**src/rtl/spi_pi_pkg.sv**
```systemverilog
// Shared types and constants for the Pi-link SPI master.
// Frame layout: bit 39 = write flag, bits 38:32 = address, bits 31:0 = data.
package spi_pi_pkg;

    localparam int ADDR_W  = 7;
    localparam int DATA_W  = 32;
    localparam int CMD_W   = 1 + ADDR_W;
    localparam int FRAME_W = 1 + ADDR_W + DATA_W;
    localparam int WR_BIT  = FRAME_W - 1;

    typedef enum logic [2:0] {
        IDLE,
        SETUP,
        SHIFT,
        HOLD,
        GAP
    } state_t;

endpackage

```
**src/rtl/spi_pi_master_if.sv**
```systemverilog
// Command/response handshake and SPI pins of the Pi-link SPI master.
// The master modport is the controller's view; slave is the user/pin side.
interface spi_pi_master_if;
    import spi_pi_pkg::*;

    logic              cmd_valid;
    logic              cmd_ready;
    logic              cmd_write;
    logic [ADDR_W-1:0] cmd_addr;
    logic [DATA_W-1:0] cmd_wdata;
    logic              rsp_valid;
    logic [DATA_W-1:0] rsp_rdata;
    logic              busy;
    logic              spi_clk;
    logic              spi_cs;
    logic              spi_mosi;
    logic              spi_miso;

    modport master (
        input  cmd_valid, cmd_write, cmd_addr, cmd_wdata, spi_miso,
        output cmd_ready, rsp_valid, rsp_rdata, busy, spi_clk, spi_cs, spi_mosi
    );

    modport slave (
        output cmd_valid, cmd_write, cmd_addr, cmd_wdata, spi_miso,
        input  cmd_ready, rsp_valid, rsp_rdata, busy, spi_clk, spi_cs, spi_mosi
    );

endinterface

```
**src/rtl/spi_pi_sclk_gen.sv**
```systemverilog
// SPI clock divider: registered spi_clk plus rise/fall strobes.
// A strobe is high in the cycle before spi_clk changes, so logic acting on
// the strobe lines up with the visible edge. Counter runs CLK_DIV-1 down to 0.
module spi_pi_sclk_gen #(
    parameter int CLK_DIV = 4
) (
    input  logic clk_clk,
    input  logic reset,
    input  logic en,
    input  logic clr,
    output logic rise_tick,
    output logic fall_tick,
    output logic spi_clk
);

    localparam int DIV_W = (CLK_DIV > 2) ? $clog2(CLK_DIV) : 1;
    localparam logic [DIV_W-1:0] DIV_LOAD = DIV_W'(CLK_DIV - 1);
    localparam logic [DIV_W-1:0] DIV_ONE  = DIV_W'(1);

    logic [DIV_W-1:0] div_cnt;
    logic             sclk_q;

    assign rise_tick = en && (div_cnt == '0) && !sclk_q;
    assign fall_tick = en && (div_cnt == '0) &&  sclk_q;
    assign spi_clk   = sclk_q;

    // Half-period down-counter; toggles spi_clk at terminal count.
    always_ff @(posedge clk_clk) begin
        if (reset || clr) begin
            div_cnt <= '0;
            sclk_q  <= 1'b0;
        end else if (en) begin
            if (div_cnt == '0) begin
                div_cnt <= DIV_LOAD;
                sclk_q  <= ~sclk_q;
            end else begin
                div_cnt <= div_cnt - DIV_ONE;
            end
        end
    end

endmodule

```
**src/rtl/spi_pi_master.sv**
```systemverilog
// Pi-link SPI master: single-word read/write commands to 40-bit mode-0 frames.
// Optional build macro: SPI_MISO_SYNC_EN adds a 2-flop MISO synchronizer,
// moves the capture point 2 cycles after each rising spi_clk and stretches
// HOLD by 2 cycles.
//
//  state | meaning
//  IDLE  | ready; divider cleared; command latched on accept
//  SETUP | cs low, first bit on MOSI, waiting for the first rising spi_clk
//  SHIFT | spi_clk running; MISO sampled on rise, MOSI advanced on fall
//  HOLD  | clock stopped, cs still low, MOSI back to 0
//  GAP   | cs high, response published, enforced idle before next command
module spi_pi_master
    import spi_pi_pkg::*;
#(
    parameter int CLK_DIV = 4,
    parameter int CS_GAP  = 2
) (
    input  logic           clk_clk,
    input  logic           reset,
    spi_pi_master_if.master bus
);

    localparam int TMR_W = 16;
    localparam logic [TMR_W-1:0] TMR_ONE = TMR_W'(1);

    state_t               state, state_nxt;
    logic [TMR_W-1:0]     tmr;
    logic [5:0]           bit_cnt;
    logic [FRAME_W-1:0]   tx_sh;
    logic [DATA_W-1:0]    rx_sh;
    logic                 rise_tick, fall_tick, last_fall;
    logic                 sample_tick, sample_bit;
    logic                 sclk_en, sclk_clr, sclk;
    logic                 ready_c, cs_c, mosi_c;
    logic                 rsp_valid_q;
    logic [DATA_W-1:0]    rsp_rdata_q;

`ifdef SPI_MISO_SYNC_EN
    localparam int HOLD_LEN = CLK_DIV + 2;
    logic [1:0] miso_sync, rise_dly;

    // MISO synchronizer and matching delay of the rise strobe.
    always_ff @(posedge clk_clk) begin
        if (reset) begin
            miso_sync <= '0;
            rise_dly  <= '0;
        end else begin
            miso_sync <= {miso_sync[0], bus.spi_miso};
            rise_dly  <= {rise_dly[0], rise_tick};
        end
    end

    assign sample_bit  = miso_sync[1];
    assign sample_tick = rise_dly[1];
`else
    localparam int HOLD_LEN = CLK_DIV;
    assign sample_bit  = bus.spi_miso;
    assign sample_tick = rise_tick;
`endif

    spi_pi_sclk_gen #(.CLK_DIV(CLK_DIV)) u_sclk_gen (
        .clk_clk   (clk_clk),
        .reset     (reset),
        .en        (sclk_en),
        .clr       (sclk_clr),
        .rise_tick (rise_tick),
        .fall_tick (fall_tick),
        .spi_clk   (sclk)
    );

    assign last_fall = fall_tick && (bit_cnt == 6'd1);

    // State register.
    always_ff @(posedge clk_clk) begin
        if (reset) state <= IDLE;
        else       state <= state_nxt;
    end

    // Next-state and pin decode. SHIFT is entered one cycle before the first
    // visible rising spi_clk because the divider output is registered.
    always_comb begin
        state_nxt = state;
        sclk_en   = 1'b0;
        sclk_clr  = 1'b0;
        ready_c   = 1'b0;
        cs_c      = 1'b1;
        mosi_c    = 1'b0;
        case (state)
            IDLE: begin
                ready_c  = 1'b1;
                sclk_clr = 1'b1;
                if (bus.cmd_valid) state_nxt = SETUP;
            end
            SETUP: begin
                cs_c   = 1'b0;
                mosi_c = tx_sh[WR_BIT];
                if (tmr == '0) state_nxt = SHIFT;
            end
            SHIFT: begin
                cs_c    = 1'b0;
                mosi_c  = tx_sh[WR_BIT];
                sclk_en = 1'b1;
                if (last_fall) state_nxt = HOLD;
            end
            HOLD: begin
                cs_c = 1'b0;
                if (tmr == '0) state_nxt = GAP;
            end
            GAP: begin
                if (tmr == '0) state_nxt = IDLE;
            end
            default: state_nxt = IDLE;
        endcase
    end

    // Frame datapath: shift registers, bit counter, phase timer, response.
    always_ff @(posedge clk_clk) begin
        if (reset) begin
            tmr         <= '0;
            bit_cnt     <= '0;
            tx_sh       <= '0;
            rx_sh       <= '0;
            rsp_valid_q <= 1'b0;
            rsp_rdata_q <= '0;
        end else begin
            rsp_valid_q <= 1'b0;
            case (state)
                IDLE: begin
                    if (bus.cmd_valid) begin
                        tx_sh   <= {bus.cmd_write, bus.cmd_addr,
                                    bus.cmd_write ? bus.cmd_wdata : {DATA_W{1'b0}}};
                        bit_cnt <= 6'(FRAME_W);
                        tmr     <= TMR_W'(CLK_DIV - 2);
                    end
                end
                SETUP: begin
                    if (tmr != '0) tmr <= tmr - TMR_ONE;
                end
                SHIFT: begin
                    if (fall_tick) begin
                        if (bit_cnt != 6'd0) bit_cnt <= bit_cnt - 6'd1;
                        if (!last_fall) tx_sh <= {tx_sh[FRAME_W-2:0], 1'b0};
                    end
                    if (last_fall) tmr <= TMR_W'(HOLD_LEN - 1);
                end
                HOLD: begin
                    if (tmr == '0) begin
                        tmr         <= TMR_W'(CS_GAP - 1);
                        rsp_valid_q <= 1'b1;
                        rsp_rdata_q <= rx_sh;
                    end else begin
                        tmr <= tmr - TMR_ONE;
                    end
                end
                GAP: begin
                    if (tmr != '0) tmr <= tmr - TMR_ONE;
                end
                default: tmr <= '0;
            endcase
            // Only data-phase bits (counter 32..1) are kept; command phase is dropped.
            if (sample_tick && (bit_cnt <= 6'(DATA_W)) && (bit_cnt != 6'd0))
                rx_sh <= {rx_sh[DATA_W-2:0], sample_bit};
        end
    end

    assign bus.cmd_ready = ready_c;
    assign bus.busy      = ~ready_c;
    assign bus.spi_cs    = cs_c;
    assign bus.spi_mosi  = mosi_c;
    assign bus.spi_clk   = sclk;
    assign bus.rsp_valid = rsp_valid_q;
    assign bus.rsp_rdata = rsp_rdata_q;

endmodule

```
**src/flat_wrapper.sv**
```systemverilog
// flat-port wrapper written by rule: the top's interface ports become plain ports
module spi_pi_master_flat import spi_pi_pkg::*;
#(
    parameter int CLK_DIV = 4,
    parameter int CS_GAP  = 2
)
  (clk_clk, reset, bus_cmd_valid, bus_cmd_write, bus_cmd_addr, bus_cmd_wdata, bus_spi_miso, bus_cmd_ready, bus_rsp_valid, bus_rsp_rdata, bus_busy, bus_spi_clk, bus_spi_cs, bus_spi_mosi);
  spi_pi_master_if bus_i ();
  input  logic clk_clk;
  input  logic reset;
  input wire logic [$bits(bus_i.cmd_valid)-1:0] bus_cmd_valid;
  input wire logic [$bits(bus_i.cmd_write)-1:0] bus_cmd_write;
  input wire logic [$bits(bus_i.cmd_addr)-1:0] bus_cmd_addr;
  input wire logic [$bits(bus_i.cmd_wdata)-1:0] bus_cmd_wdata;
  input wire logic [$bits(bus_i.spi_miso)-1:0] bus_spi_miso;
  output wire logic [$bits(bus_i.cmd_ready)-1:0] bus_cmd_ready;
  output wire logic [$bits(bus_i.rsp_valid)-1:0] bus_rsp_valid;
  output wire logic [$bits(bus_i.rsp_rdata)-1:0] bus_rsp_rdata;
  output wire logic [$bits(bus_i.busy)-1:0] bus_busy;
  output wire logic [$bits(bus_i.spi_clk)-1:0] bus_spi_clk;
  output wire logic [$bits(bus_i.spi_cs)-1:0] bus_spi_cs;
  output wire logic [$bits(bus_i.spi_mosi)-1:0] bus_spi_mosi;
  assign bus_i.cmd_valid = bus_cmd_valid;
  assign bus_i.cmd_write = bus_cmd_write;
  assign bus_i.cmd_addr = bus_cmd_addr;
  assign bus_i.cmd_wdata = bus_cmd_wdata;
  assign bus_i.spi_miso = bus_spi_miso;
  assign bus_cmd_ready = bus_i.cmd_ready;
  assign bus_rsp_valid = bus_i.rsp_valid;
  assign bus_rsp_rdata = bus_i.rsp_rdata;
  assign bus_busy = bus_i.busy;
  assign bus_spi_clk = bus_i.spi_clk;
  assign bus_spi_cs = bus_i.spi_cs;
  assign bus_spi_mosi = bus_i.spi_mosi;
  spi_pi_master #(.CLK_DIV(CLK_DIV), .CS_GAP(CS_GAP)) u_core (.clk_clk(clk_clk), .reset(reset), .bus(bus_i));
endmodule
```
**config.mk**
```make
export PLATFORM = sky130hd
export DESIGN_NAME = spi_pi_master_flat
export DESIGN_NICKNAME = d
export VERILOG_FILES = /design/src/rtl/spi_pi_pkg.sv /design/src/rtl/spi_pi_master_if.sv /design/src/rtl/spi_pi_sclk_gen.sv /design/src/rtl/spi_pi_master.sv /design/src/flat_wrapper.sv
export SDC_FILE = /design/constraint.sdc
export NUM_CORES = 1
export LEC_CHECK = 0
export CAP_MARGIN = 20
export CORE_ASPECT_RATIO = 1.25
export CORE_MARGIN = 2
export CORE_UTILIZATION = 50
export CTS_BUF_LIST = sky130_fd_sc_hd__clkbuf_4 sky130_fd_sc_hd__clkbuf_8
export CTS_CLUSTER_DIAMETER = 40
export DETAILED_ROUTE_END_ITERATION = 12
export PLACE_DENSITY = 0.78
export SETUP_SLACK_MARGIN = 0.3
export SKIP_LAST_GASP = 1
export SLEW_MARGIN = 25
export SYNTH_ARGS = -nofsm -noshare
export SYNTH_HDL_FRONTEND = slang
export SYNTH_SLANG_ARGS = --single-unit
```
**constraint.sdc**
```tcl
create_clock -name clk_clk -period 4.9 [get_ports clk_clk]
set_input_delay 0.735 -clock clk_clk [delete_from_list [all_inputs] [get_ports clk_clk]]
set_output_delay 0.735 -clock clk_clk [all_outputs]
set_load 0.02 [all_outputs]
```
==> results of run 1 <==
-- critical path, delay by kind of cell, from the launching register on --
family	cells	cell delay [ns]
buffers and inverters	1	0.09
DFF	1	0.32
and+or+nand+nor	3	1.42
AOI/OAI and AO/OA	2	0.96
adders and majority gates	1	0.18
-- logic make-up after synthesis --
kind of cell             count (synthesis)  synth area share, %
adder cells (fa/ha/maj)                  5                1.117
AND/OR/NAND/NOR                        299                24.34
multiplexers                            32                5.717
XOR/XNOR                                 8                1.251
AO/OA/AOI/OAI                          123                15.30
flip-flops                             133                47.52
buffers and inverters                   65                4.757
-- metrics by stage --
stage	util, %	total power [mW]	instance area (um2)	worst slack (ns)	hold slack (ns)
floorplan	-	2.635	5603	2.599	0.4319
global placement	58.20	2.865	6419	1.993	0.4387
detailed placement	58.21	2.933	6420	1.907	0.4436
CTS	61.93	3.875	6830	1.849	0.4559
global route	61.94	4.136	6832	1.702	0.4791
finish	61.94	3.867	6832	1.880	0.4510
-- area by class of cell --
cell class / instances / share of cell area (%)
multi-input cells: 467 / 39.58
flip-flops and latches: 133 / 38.97
repair buffers: 87 / 12.42
clock buffers: 18 / 3.626
well taps: 135 / 2.473
clock inverters: 14 / 2.381
inverters: 10 / 0.5495
-- worst max path at each step --
stage	from	end	slack (ns)	cells after the start
finish	u_core.tmr[0]$_SDFFE_PP0P_	u_core.tmr[13]$_SDFFE_PP0P_	1.88	7
global route	u_core.tmr[0]$_SDFFE_PP0P_	u_core.tmr[13]$_SDFFE_PP0P_	1.70	7
CTS	u_core.state[1]$_SDFFE_PP0P_	bus_cmd_ready	1.85	2
detailed placement	u_core.tmr[0]$_SDFFE_PP0P_	u_core.tmr[13]$_SDFFE_PP0P_	1.91	7
global placement	u_core.tmr[0]$_SDFFE_PP0P_	u_core.bus.rsp_rdata[30]$_SDFFE_PP0P_	1.99	7
floorplan	u_core.tmr[0]$_SDFFE_PP0P_	u_core.bus.rsp_rdata[28]$_SDFFE_PP0P_	2.60	10
-- synth_stat cells, drive strengths merged --
master   count  area, um2
nor3b        3      22.52
o41ai        2      17.52
buf         13      71.32
dfxtp      133       2663
o21a         2      15.01
o21bai       1      7.510
and2         1      6.260
mux2i       32      320.3
o21ai        5      25.02
or3         12      75.07
nand3       37      185.2
o31a         1      8.760
nand2      120      450.4
and4b        1      10.01
o22ai        1      6.260
or3b         1      8.760
a21o         4      30.03
nor2        86      322.8
a211oi       2      20.02
xor2         6      52.55
nor3         7      40.04
nor4         5      46.29
inv         10      37.54
nor4bb       1      10.01
a311oi      40      350.3
a211o        3      26.28
nor2b        2      12.51
a21oi       50      250.2
nor4b        2      17.52
nand4        3      18.77
nand2b       3      18.77
xnor2        2      17.52
or2          4      25.03
o21ba        1      10.01
a221oi       2      17.52
a31oi        1      6.260
o211ai       1      12.51
clkbuf      42      157.7
or4          9      75.07
ha           5      62.56
o31ai        6      45.04
or4b         1      10.01
and4         1      8.760
a2111oi      1      8.760
-- power by group through the flow --
stage	Clock, mW	Combinational [mW]	Sequential (mW)
after detailed placement	0	1.49	1.45
after CTS	0.959	1.49	1.42
after global placement	0	1.43	1.44
after global routing	1.01	1.67	1.46
after floorplan	0	1.24	1.39
final	0.937	1.50	1.43
-- routing by layer --
layer,vias to the layer above,wire length [um],global-route usage (%)
met5,-,0,0
met4,0,157,6.592
met3,13,418,5.809
met2,83,6166,35.50
met1,2302,5404,24.77
li1,2433,-,-
-- flip-flops by register name, indices dropped and copies added (netlist names) --
name / cells
u_core.bit_cnt: 6
u_core.bus.rsp_rdata: 32
u_core.bus.rsp_valid: 1
u_core.rx_sh: 32
u_core.state: 3
u_core.tmr: 16
u_core.tx_sh: 40
u_core.u_sclk_gen.div_cnt: 2
u_core.u_sclk_gen.spi_clk: 1
==> results.yml, run 1 <==
status:
  status: "completed"
sta:
  fin_tns_setup_ns: 0
  min_period_over_period_pct: 61.64
  hold_viol_final: 0
  setup-violations-final: 0
  timing_worst_slew_pin_value_ns: 1.002
  fin_worst_skew_ns: 0.01200
  grt_setup_unrepaired: "false"
  slew_headroom_pct: 33.00
  fin_crit_ns: 3.020
  max_freq_mhz: 331.1
  slew_viol_final: 0
critical_path:
  worst_path_largest_cell_delay_ns: 0.83
  criticalPathCategory: "register to register"
  worstPathRequired_ns: 5.28
  endpoint_kind: "register"
  r2r-start: "u_core.tmr[0]$_SDFFE_PP0P_"
  arrival_ns: 3.40
  worstPathCellList: "inv_1, ha_1, or3b_2, or4_4, o211ai_2, and2_1, a211o_1"
  crit_fanout: 27
  start_kind: "register"
  crit_path_top_delay_cell: "o211ai_2"
  rr_endpoint: "u_core.tmr[13]$_SDFFE_PP0P_"
  r2r_slack_ns: 1.88
  ff2ff_path_depth: 7
clocking:
  cts_made_buffers: 17
  clk_pin_slew_worst_paths_ns: 0.08
  clk_latency_ns: 0.44
  cts_tree: "built"
  cts_root_buf: "clkbuf_8"
  htreeDepth: 4
  cts_hold_buf: 0
  post_cts_resized: 0
  clock_sinks: 133
  cts_max_path_buffers: 2
  cts_setup_buffers: 0
power_and_ir_drop:
  p_per_area_nw_per_um2: 566.0
  combPwrFrac_pct: 38.7
  netSwitchingPower_mw: 1.516
  leakage_nw: 2.643
  internal_power_mw: 2.351
  switching_share_pct: 39.21
  p_seq_share_pct: 37.0
  p_clk_share_pct: 24.2
  ir_worst_vdd_v: 0.0002435
hold_path:
  hp-start: "u_core.bus.rsp_rdata[19]$_SDFFE_PP0P_"
  hold_path.class: "register to register"
  hold_depth: 2
  hold_end: "u_core.bus.rsp_rdata[19]$_SDFFE_PP0P_"
route:
  drc: 0
  drt_iter0_markers: 280
  vias: 4831
  wl_per_cell_um: 14.06
  firstDrtPassIters: 5
  via_per_inst: 5.591
  ant_nets: 0
  wl_um: 12150
synth:
  yosysUniqueCellTypes: 52
  yosys_warnings: 0
  syn_nets: 714
  yosysSeqAreaShare_pct: 47.52
  syn_area_per_cell_um2: 8.425
  synth_seq_cells: 133
  syn-instance-count: 665
  synth_area_um2: 5603
grt:
  grt_usage_pct: 20.53
  antenna_found_initial: 0
  grt_pass1_vias: 4525
  grt_pass1_wl_um: 20310
  grt_max_degree: 81
  grt_overflow_total: 0
floorplan:
  ios: 82
  coreArea_um2: 11030
  start_util_pct: 50.80
  die_width_um: 98.68
  die_area_um2: 12070
  fp-row-count: 43
  die_h_um: 122.4
cells_and_area:
  n_antenna_cell: 0
  final_cell_mix: "133 x dfxtp_1, 120 x nand2_1, 86 x nor2_1"
  fillers: 908
  final_layout_size_suffix_gt1_share_pct: 7.407
  area_growth_pct: 21.93
  multiInputGateArea_um2: 2704
  layout_commonest_cell: "dfxtp_1"
  register_area_um2: 2663
  fin_cells: 864
  layout.nets: 765
placed_design:
  gp_congestion: 0.8040
  dp.final_hpwl_um: 7608
  dp_cells: 832
  io_buffers: 81
job:
  max_cap_viol_count: 0
Note: power is estimated with default switching activity, not from simulation.
==> run 2: changes to the inputs <==
--- a/config.mk
+++ b/config.mk
@@ -12,7 +12,7 @@
 export CTS_BUF_LIST = sky130_fd_sc_hd__clkbuf_4 sky130_fd_sc_hd__clkbuf_8
 export CTS_CLUSTER_DIAMETER = 40
 export DETAILED_ROUTE_END_ITERATION = 12
-export PLACE_DENSITY = 0.78
+export PLACE_DENSITY = 0.81
 export SETUP_SLACK_MARGIN = 0.3
 export SKIP_LAST_GASP = 1
 export SLEW_MARGIN = 25
==> constraint.sdc (replaced) <==
create_clock -name clk_clk -period 2.71 [get_ports clk_clk]
set_input_delay 0.4065 -clock clk_clk [delete_from_list [all_inputs] [get_ports clk_clk]]
set_output_delay 0.4065 -clock clk_clk [all_outputs]
set_load 0.02 [all_outputs]
==> run 2 against run 1 <==
Against the previous run:
- register-to-register slack lost 1.6 ns
- global-route usage grew 0.86 points
- setup slack worse by 1.6 ns
- utilization is 2.2 points higher
- design area is 3.6% higher
- critical path depth shrank 1
- flip-flop and latch count stayed put
- via count rose by 2.4%
- hold slack worse by 0.099 ns
- routed wire length increased by 6.8%
- die area is the same
- largest power group unchanged
==> results.yml, run 2 (synthesis gave the netlist of run 1 again) <==
sta:
  timing_worst_slew_pin_value_ns: 0.6468
  hold_viol_final: 0
  max_freq_mhz: 415.1
  fin_crit_ns: 2.409
  grt_setup_unrepaired: "true"
  timing.final.ws_setup_ns: 0.3007
  hold-worst-slack_ns: 0.3518
  fin_worst_skew_ns: 0.01040
  slew_viol_final: 0
  fin_tns_setup_ns: 0
  setup-violations-final: 0
  min_period_over_period_pct: 88.90
  slew_headroom_pct: 56.27
cells_and_area:
  final_area_um2: 7077
  n_antenna_cell: 0
  top_register: "u_core.tx_sh"
  final_cell_mix: "129 x dfxtp_1, 120 x nand2_1, 86 x nor2_1"
  layout.nets: 780
  final_layout_size_suffix_gt1_share_pct: 10.62
  largest_reg_flops: 40
  layout_commonest_cell: "dfxtp_1"
  fin_cells: 879
  area_growth_pct: 26.31
critical_path:
  start_kind: "register"
  endpoint_kind: "register"
  worstPathRequired_ns: 3.03
  crit_fanout: 6
  arrival_ns: 2.73
  criticalPathCategory: "register to register"
  critPathLaunch: "u_core.tmr[10]$_SDFFE_PP0P_"
  r2r-start: "u_core.tmr[10]$_SDFFE_PP0P_"
  rr_endpoint: "u_core.tmr[10]$_SDFFE_PP0P_"
  ff2ff_path_depth: 6
  r2r_slack_ns: 0.30
placed_design:
  gp_congestion: 0.8235
  place_ws_ns: 0.2552
  dp.final_hpwl_um: 8198
  io_buffers: 81
  placed_cell_area_um2: 6549
  dp_cells: 841
route:
  wl_per_cell_um: 14.76
  firstDrtPassIters: 5
  via_per_inst: 5.628
  drt_iter0_markers: 247
  ant_nets: 0
  drc: 0
  wl_um: 12970
  vias: 4947
job:
  max_cap_viol_count: 0
clocking:
  htreeDepth: 4
  clk_pin_slew_worst_paths_ns: 0.08
  cts_hold_buf: 0
  clk_latency_ns: 0.43
  cts_max_path_buffers: 2
  cts_root_buf: "clkbuf_8"
  clock_sinks: 133
  cts_tree: "built"
  cts_made_buffers: 17
hold_path:
  hold_path.class: "primary input to register"
  hold_depth: 2
  hp-start: "reset"
  hold_end: "u_core.rx_sh[8]$_SDFFE_PP0P_"
floorplan:
  fp-row-count: 43
  start_util_pct: 50.80
  die_width_um: 98.68
  die_area_um2: 12070
  ios: 82
  coreArea_um2: 11030
  die_h_um: 122.4
grt:
  antenna_found_initial: 0
  grt_usage_pct: 21.40
  grt_pass1_wl_um: 21300
  grt_overflow_total: 0
  grt_max_degree: 81
  grt_pass1_vias: 4711
status:
  status: "completed"
power_and_ir_drop:
  p_per_area_nw_per_um2: 1056
  leakage_nw: 2.746
  ir_worst_vdd_v: 0.0006018
==> run 2: report_power, final <==
part / internal [mW] / switching (mW)
sequential: 2.30 / 0.310
clock: 0.893 / 0.796
combinational: 1.40 / 1.78
==> run 2: per-layer routing <==
| metal | vias to the layer above | track usage (%) | share of wire, % |
|---|---|---|---|
| li1 | 2456 | - | - |
| met1 | 2364 | 25.67 | 43 |
| met2 | 110 | 37.20 | 52 |
| met3 | 17 | 4.897 | 3.4 |
| met4 | 0 | 8.476 | 1.7 |
| met5 | - | 0 | 0 |
==> run 2: how the worst max path moves through the flow <==
| stage | to | slack (ns) | cells after the start |
|---|---|---|---|
| 6_report | u_core.tmr[10]$_SDFFE_PP0P_ | 0.30 | 6 |
| 5_1_grt | u_core.tmr[10]$_SDFFE_PP0P_ | 0.24 | 8 |
| 4_1_cts | u_core.tmr[10]$_SDFFE_PP0P_ | 0.28 | 8 |
| 3_5_place_dp | u_core.tmr[10]$_SDFFE_PP0P_ | 0.26 | 8 |
| 3_3_place_gp | u_core.tmr[10]$_SDFFE_PP0P_ | 0.34 | 8 |
| 2_1_floorplan | u_core.bus.rsp_rdata[28]$_SDFFE_PP0P_ | 0.41 | 10 |
==> run 2: what timing repair did <==
action	4_1_cts	5_1_grt
resized for setup	5	14
cloned	0	2
endpoints found under the setup margin	38	52
buffers inserted	2	2
pin swaps	1	4
==> run 2: area by class of cell <==
type                            count  area [um2]
Clock inverter                     12       141.4
Clock buffer                       20       269.0
Fill cell                         887        3953
Tap cell                          135       168.9
Multi-Input combinational cell    467        2749
Inverter                           10       37.54
Sequential cell                   133        2668
Timing Repair Buffer              102        1044
==> run 2: worst max-delay path, stage by stage, from the launching register on <==
cell and delay, ns:
dfxtp_1 0.33, or4_4 0.60, or4_4 0.55, o21a_1 0.21
o31ai_2 0.27, buf_4 0.20, o21ba_1 0.14
==> run 2: per-stage QoR <==
stage                     total power [mW]  util (%)
after floorplan                      4.764         -
after global placement               5.389     59.38
after detailed placement             5.539     59.38
after CTS                            7.371     63.45
after global routing                 7.954     64.16
final                                7.476     64.16
==> run 3: changes to the inputs <==
--- a/config.mk
+++ b/config.mk
@@ -12,6 +12,7 @@
 export CTS_BUF_LIST = sky130_fd_sc_hd__clkbuf_4 sky130_fd_sc_hd__clkbuf_8
 export CTS_CLUSTER_DIAMETER = 40
 export DETAILED_ROUTE_END_ITERATION = 12
+export MAX_ROUTING_LAYER = met4
 export PLACE_DENSITY = 0.81
 export SETUP_SLACK_MARGIN = 0.3
 export SKIP_LAST_GASP = 1
==> run 3 against run 2 <==
Against the previous run:
- clock-buffer cell count unchanged
- critical path depth unchanged
- sequential share of layout area unchanged
- design area unchanged
- setup slack got worse by 0.0046 ns
- utilization unchanged
- clock power about the same
- fmax decreased by 0.19%
- critical endpoint unchanged
==> results.yml, run 3 (synthesis gave the netlist of run 1 again) <==
sta:
  grt_setup_unrepaired: "true"
  min_period_over_period_pct: 89.07
  max_freq_mhz: 414.3
  fin_tns_setup_ns: 0
  slew_headroom_pct: 56.04
  timing_worst_slew_pin_value_ns: 0.6503
  setup-violations-final: 0
  fin_crit_ns: 2.414
  fin_worst_skew_ns: 0.01287
  slew_viol_final: 0
  hold_viol_final: 0
  hold-worst-slack_ns: 0.3478
route:
  drt_iter0_markers: 273
  wl_per_cell_um: 14.72
  via_per_inst: 5.642
  ant_nets: 0
  vias: 4959
  wl_um: 12940
  firstDrtPassIters: 5
  drc: 0
clocking:
  htreeDepth: 4
  cts_made_buffers: 17
  clock_sinks: 133
  cts_root_buf: "clkbuf_8"
  cts_tree: "built"
  clk_pin_slew_worst_paths_ns: 0.08
  cts_max_path_buffers: 2
  clk_latency_ns: 0.43
job:
  max_cap_viol_count: 0
critical_path:
  start_kind: "register"
  criticalPathCategory: "register to register"
  arrival_ns: 2.74
  worstPathRequired_ns: 3.03
  crit_path_top_delay_cell: "or4_4"
  endpoint_kind: "register"
  cp_common_cell: "or4_4"
  crit_fanout: 6
  worst_path_largest_cell_delay_ns: 0.60
  worstPathCellList: "or4_4, or4_4, o21a_1, o31ai_2, buf_4, o21ba_1"
cells_and_area:
  area_growth_pct: 26.31
  layout.nets: 780
  layout_commonest_cell: "dfxtp_1"
  final_layout_size_suffix_gt1_share_pct: 10.62
  top_register: "u_core.tx_sh"
  final_cell_mix: "129 x dfxtp_1, 120 x nand2_1, 86 x nor2_1"
  largest_reg_flops: 40
  n_antenna_cell: 0
floorplan:
  start_util_pct: 50.80
  ios: 82
  die_h_um: 122.4
  coreArea_um2: 11030
  die_area_um2: 12070
  die_width_um: 98.68
  fp-row-count: 43
hold_path:
  hold_path.class: "primary input to register"
placed_design:
  io_buffers: 81
  dp.final_hpwl_um: 8198
  gp_congestion: 0.8359
grt:
  grt_overflow_total: 0
  grt_usage_pct: 21.98
  grt_pass1_vias: 4709
  antenna_found_initial: 0
  grt_max_degree: 81
  grt_pass1_wl_um: 21250
power_and_ir_drop:
  ir_worst_vdd_v: 0.0006009
  p_per_area_nw_per_um2: 1056
  leakage_nw: 2.746
status:
  status: "completed"
-- run 3: area by class of cell --
cell class | instances | area (um2)
Clock buffer | 20 | 269.0
Multi-Input combinational cell | 467 | 2749
Inverter | 10 | 37.54
Clock inverter | 12 | 141.4
Timing Repair Buffer | 102 | 1044
Sequential cell | 133 | 2668
Fill cell | 887 | 3953
Tap cell | 135 | 168.9
-- run 3: final timing paths --
kind         slack, ns                                   from                               endpoint  cells past startpoint
min reg2reg       0.45  u_core.bus.rsp_rdata[20]$_SDFFE_PP0P_  u_core.bus.rsp_rdata[20]$_SDFFE_PP0P_                      2
max               0.30            u_core.tmr[10]$_SDFFE_PP0P_            u_core.tmr[10]$_SDFFE_PP0P_                      6
max reg2reg       0.30            u_core.tmr[10]$_SDFFE_PP0P_            u_core.tmr[10]$_SDFFE_PP0P_                      6
min               0.35                                  reset           u_core.rx_sh[8]$_SDFFE_PP0P_                      2
-- run 3: stage by stage --
stage / util (%) / total power, mW / cell area [um2] / setup slack, ns / std cells
2_1_floorplan: - / 4.764 / 5603 / 0.4088 / 665
3_3_place_gp: 59.38 / 5.389 / 6549 / 0.3423 / 841
3_5_place_dp: 59.38 / 5.539 / 6549 / 0.2552 / 841
6_report: 64.16 / 7.477 / 7077 / 0.2962 / 879
5_1_grt: 64.16 / 7.954 / 7077 / 0.2371 / 879
4_1_cts: 63.45 / 7.371 / 6998 / 0.2765 / 875
-- run 3: worst max-delay path: cells and delay by family (launching register included) --
| family | cells | cell delay, ns |
|---|---|---|
| flip-flops | 1 | 0.33 |
| AO/OA/AOI/OAI | 3 | 0.62 |
| buffers and inverters | 1 | 0.20 |
| AND/OR/NAND/NOR | 2 | 1.15 |
-- run 3: timing repair --
item / in CTS / in global routing
hold buffers: 0 / 0
resized for setup: 5 / 14
pin swaps: 1 / 4
cloned: 0 / 2
setup endpoints to repair: 38 / 52
buffers inserted: 2 / 2
-- run 3: report_power, final --
group	internal, mW	switching, mW	total [mW]	leakage (nW)
registers	2.30	0.309	2.61	1.08
clock network	0.893	0.796	1.69	0.205
logic	1.40	1.78	3.18	1.46
-- run 3: layer usage --
layer / global-route usage [%] / up-vias / share of wire (%)
li1: - / 2461 / -
met2: 37.29 / 123 / 52
met4: 8.219 / 0 / 1.7
met1: 25.53 / 2358 / 43
met5: - / - / 0
met3: 5.011 / 17 / 3.5
